**src/rtl/weight_update_scheduler.sv**
```systemverilog
// rtl/weight_update_scheduler.sv - backprop-order weight-row strobe sequencer with stall, drain and abort
module weight_update_scheduler #(
  parameter int layer_count    = 3,
  parameter int size           = 3,
  parameter int pipeline_depth = 2
) (
  input  logic        clk,
  input  logic        rst_n,
  input  logic        start,
  input  logic        stall,
  input  logic        abort,
  output logic [31:0] w_layer_index,
  output logic [31:0] w_row_index,
  output logic        update_weight,
  output logic        busy,
  output logic        done
);

  localparam int LW = (layer_count > 1) ? $clog2(layer_count) : 1;
  localparam int RW = (size > 1) ? $clog2(size) : 1;
  localparam int CW = $clog2(pipeline_depth + 1);

  typedef enum logic [1:0] {IDLE, ISSUE, DRAIN, DONE} state_t;

  state_t          state_q;
  logic [LW-1:0]   p_layer_q;
  logic [RW-1:0]   p_row_q;
  logic            exhausted_q;
  logic [LW-1:0]   layer_idx_q;
  logic [RW-1:0]   row_idx_q;
  logic [CW-1:0]   drain_q;
  logic            update_q;
  logic            busy_q;
  logic            done_q;

  always_ff @(posedge clk or negedge rst_n) begin
    if (!rst_n) begin
      state_q     <= IDLE;
      p_layer_q   <= '0;
      p_row_q     <= '0;
      exhausted_q <= 1'b0;
      layer_idx_q <= '0;
      row_idx_q   <= '0;
      drain_q     <= '0;
      update_q    <= 1'b0;
      busy_q      <= 1'b0;
      done_q      <= 1'b0;
    end else begin
      update_q <= 1'b0;
      done_q   <= 1'b0;
      if (abort) begin
        state_q <= IDLE;
        busy_q  <= 1'b0;
      end else begin
        case (state_q)
          IDLE: begin
            if (start) begin
              state_q     <= ISSUE;
              busy_q      <= 1'b1;
              p_layer_q   <= LW'(layer_count - 1);
              p_row_q     <= '0;
              exhausted_q <= 1'b0;
            end
          end
          ISSUE: begin
            if (exhausted_q) begin
              // One extra count so done lands pipeline_depth+2 cycles after the last strobe
              state_q <= DRAIN;
              drain_q <= CW'(pipeline_depth);
            end else if (!stall) begin
              update_q    <= 1'b1;
              layer_idx_q <= p_layer_q;
              row_idx_q   <= p_row_q;
              if (p_row_q == RW'(size - 1)) begin
                p_row_q <= '0;
                if (p_layer_q == '0) exhausted_q <= 1'b1;
                else                 p_layer_q   <= p_layer_q - 1'b1;
              end else begin
                p_row_q <= p_row_q + 1'b1;
              end
            end
          end
          DRAIN: begin
            if (drain_q == '0) begin
              state_q <= DONE;
              busy_q  <= 1'b0;
              done_q  <= 1'b1;
            end else begin
              drain_q <= drain_q - 1'b1;
            end
          end
          DONE: state_q <= IDLE;
          default: state_q <= IDLE;
        endcase
      end
    end
  end

  assign w_layer_index = 32'(layer_idx_q);
  assign w_row_index   = 32'(row_idx_q);
  assign update_weight = update_q;
  assign busy          = busy_q;
  assign done          = done_q;

endmodule
```
**config.mk**
```make
export PLATFORM = sky130hd
export DESIGN_NAME = weight_update_scheduler
export DESIGN_NICKNAME = d
export VERILOG_FILES = /design/src/rtl/weight_update_scheduler.sv
export SDC_FILE = /design/constraint.sdc
export NUM_CORES = 1
export LEC_CHECK = 0
export CAP_MARGIN = 20
export CORE_UTILIZATION = 35
export DETAILED_ROUTE_END_ITERATION = 16
export GPL_TIMING_DRIVEN = 0
export HOLD_SLACK_MARGIN = 0.12
export PLACE_DENSITY_LB_ADDON = 0.1
export SYNTH_ARGS = -nofsm -noshare
export SYNTH_HDL_FRONTEND = slang
export SYNTH_SLANG_ARGS = --single-unit
```
**constraint.sdc**
```tcl
create_clock -name clk -period 1.5 [get_ports clk]
set_input_delay 0.375 -clock clk [delete_from_list [all_inputs] [get_ports clk]]
set_output_delay 0.375 -clock clk [all_outputs]
set_load 0.01 [all_outputs]
```
==> flow_metrics.py, run 1 <==
metrics = {
    "setup_path": {
        "criticalPathCategory": "reg2reg",
        "cp_max_fo": 5,
        "worstPathArrival_ns": 1.73,
        "crit_required_ns": 1.69,
        "endpoint_kind": "flip-flop",
        "cp-start-kind": "flip-flop",
    },
    "cts": {
        "cts_root_buf": "clkbuf_4",
        "insertion_delay_ns": 0.30,
        "cts_max_level": 1,
        "cts_tree": "done",
        "hold_buffers": 0,
        "cts.clk_slew.worst_paths_ns": 0.10,
        "clk_path_buf_depth": 2,
        "clock-sinks": 16,
        "cts_buffers": 3,
    },
    "synth": {
        "synthTopCellsByCount": "buf_4, dfrtp_1, ha_1",
        "synth_edf_count": 0,
        "ys_seq_area_share_pct": 31.2,
        "synth_xor_area_share_pct": 0,
        "synth_most_common_cell": "buf_4",
        "synth_mux_area_share_pct": 6.82,
        "yosys_most_used_dff": "dfrtp_1",
        "synth.area.top_cells": "buf_4, dfrtp_1, ha_1",
        "yosysTopAreaCellShare_pct": 35.1,
        "syn_inst": 132,
        "synthAdderAreaFrac_pct": 7.80,
        "synth_top_cell_by_area": "buf_4",
        "syn_avg_cell_area_um2": 9.73,
        "syn_area_mm2": 0.00128,
        "synth-simple-area-share_pct": 10.5,
        "synth_compound_area_share_pct": 6.24,
        "synth_top_family_by_area": "buffers and inverters",
        "async_reset_ff_share_pct": 100,
        "ys.warnings.count": 0,
        "synth_seq_cells": 16,
        "synth.distinct_cells": 24,
    },
    "global_routing": {
        "grt_usage_pct": 13.0,
        "grt_pass1_vias": 959,
        "grt_pass1_wl_mm": 4.07,
        "grt_antenna_before_repair": 0,
        "overflow": 0,
        "grt_max_degree": 17,
    },
    "sta": {
        "fin_crit_ns": 1.54,
        "tightest_slew_ns": 0.703,
        "hold_ws_ns": 0.492,
        "rsz0062_at_grt": "yes",
        "worst_slack_ns": -0.0426,
        "period_share_pct": 103,
        "final.setup.tns_ns": -0.0540,
        "slew_violations": 0,
        "skew_ns": 0.00407,
        "relSlewSlack_pct": 53.0,
        "max_freq_mhz": 648,
        "setup_violations": 4,
        "finalHoldViolations": 0,
    },
    "floorplan": {
        "coreArea_mm2": 0.00342,
        "dieHeight_um": 62.6,
        "die_area_mm2": 0.00391,
        "die_x_um": 62.6,
        "start_util_pct": 37.6,
        "io_pins": 72,
        "fp-row-count": 21,
    },
    "route": {
        "viasPerCell": 3.61,
        "drt_iter0_drc": 9,
        "post-route-drc-count": 0,
        "routed_wl_mm": 2.30,
        "ant_nets": 0,
        "vias": 957,
        "wl_per_cell_um": 8.68,
        "drtPass1Iterations": 4,
    },
    "finish": {
        "synthToLayoutAreaGrowth_pct": 54.5,
        "antenna_cells": 0,
        "multiInputGateArea_um2": 796,
        "num-nets-final": 233,
        "seqCellArea_um2": 402,
        "num-fill-cells": 316,
        "drive_gt1_share_pct": 47.5,
        "stdcell_count": 265,
    },
    "place": {
        "preCtsSetupSlack_ns": -0.596,
        "dp_hpwl_mm": 1.69,
        "dp_cells": 248,
        "gp_congestion": 0.753,
        "portBuffers": 11,
    },
    "run_status": {
        "status": "finished, violations left",
        "violations": "negative setup slack",
    },
    "pwr": {
        "power_mw": 2.56,
        "p_per_area_mw_per_mm2": 1290,
        "ir_drop_mv": 0.697,
        "power_leakage_nw": 1.12,
    },
    "min_path": {
        "hold_path_class": "in2async",
    },
    "job": {
        "cap_violations": 0,
    },
}
[cell families (layout without fill, tap and decap cells)]
logic type                 after synthesis  after routing
AOI/OAI and AO/OA                       10             10
and+or+nand+nor                         22             22
other                                    1             60
muxes                                    8              8
adders and majority gates                8              8
buffers and inverters                   67             95
DFF                                     16             16
[metal layers]
layer	GRT usage, %	up-vias	wire [um]
li1	-	485	-
met1	13.9	431	842
met2	24.2	38	1260
met3	4.74	3	190
met4	2.62	0	12
met5	0	-	0
[placed cells by master, fill, tap and decap left out, drive strengths merged]
cell and count:
dfrtp 16, mux2 6, nor4b 1, inv 7
nor3b 1, nand2 4, nand2b 5, dlymetal6s2s 1
mux2i 2, or4b 1, a221oi 2, nor2 6
o21ai 2, nand3 2, ha 8, buf 73
a2bb2oi 2, clkbuf 4, dlygate4sd2 8, and3b 1
clkdlybuf4s50 2, a31oi 2, conb 60, and3 1
a22o 1, a211oi 1
[critical path: stages, from the launching register on]
cell and delay [ns]:
dfrtp_2 0.46, buf_4 0.16, ha_4 0.19, a221oi_4 0.30
mux2_4 0.32
[flip-flops by register name (all words and copies together) (netlist names)]
register and count:
done 1, busy 1, drain_q 2, state_q 2, p_layer_q 2, exhausted_q 1
update_weight 1, p_row_q 2, layer_idx_q 2, row_idx_q 2
[cell type report]
class	count	area share [%]
Tap cell	46	2.90
Sequential cell	16	20.3
Timing Repair Buffer	24	10.7
Buffer	60	22.7
Clock buffer	4	1.83
Inverter	7	1.45
Multi-Input combinational cell	108	40.1
[path summary, 6_finish.rpt]
| path | start | end | slack [ns] | depth (start not counted) |
|---|---|---|---|---|
| worst min-delay path | rst_n | exhausted_q | 0.49 | 1 |
| max in group asynchronous | rst_n | state_q[0] | 0.53 | 1 |
| worst min register to register | row_idx_q[0] | row_idx_q[0] | 0.51 | 1 |
| worst max register to register | state_q[0] | p_layer_q[1] | -0.04 | 4 |
| worst max-delay path | state_q[0] | p_layer_q[1] | -0.04 | 4 |
| min in group clk | row_idx_q[0] | row_idx_q[0] | 0.51 | 1 |
[report_power, final]
group	internal [mW]	total (mW)	switching [mW]	leakage (nW)
sequential	0.569	0.672	0.102	0.203
clock	0.148	0.295	0.146	0.0210
combinational	0.887	1.60	0.709	0.900
total	1.60	2.56	0.957	1.12
[timing repair]
| item | in CTS | in global routing |
|---|---|---|
| resized for setup | 24 | 12 |
| pin swaps | 6 | 8 |
| buffers inserted | 10 | 3 |
| setup endpoints to repair | 21 | 13 |
[per-stage QoR]
step | util, % | cell area (um^2)
after global routing | 58.1 | 1980
after floorplan | - | 1540
after CTS | 55.7 | 1900
final | 58.1 | 1980
after global placement | 50.1 | 1710
after detailed placement | 50.1 | 1710
No activity file was read; power rests on OpenSTA's default activity.
==> run 2, diff against run 1 <==
--- a/config.mk
+++ b/config.mk
@@ -8,6 +8,7 @@
 export CAP_MARGIN = 20
 export CORE_UTILIZATION = 35
 export DETAILED_ROUTE_END_ITERATION = 16
+export GPL_ROUTABILITY_DRIVEN = 0
 export GPL_TIMING_DRIVEN = 0
 export HOLD_SLACK_MARGIN = 0.12
 export PLACE_DENSITY_LB_ADDON = 0.1
==> results of run 2 <==
The final DEF is identical to that of run 1; final timing and power are the same.
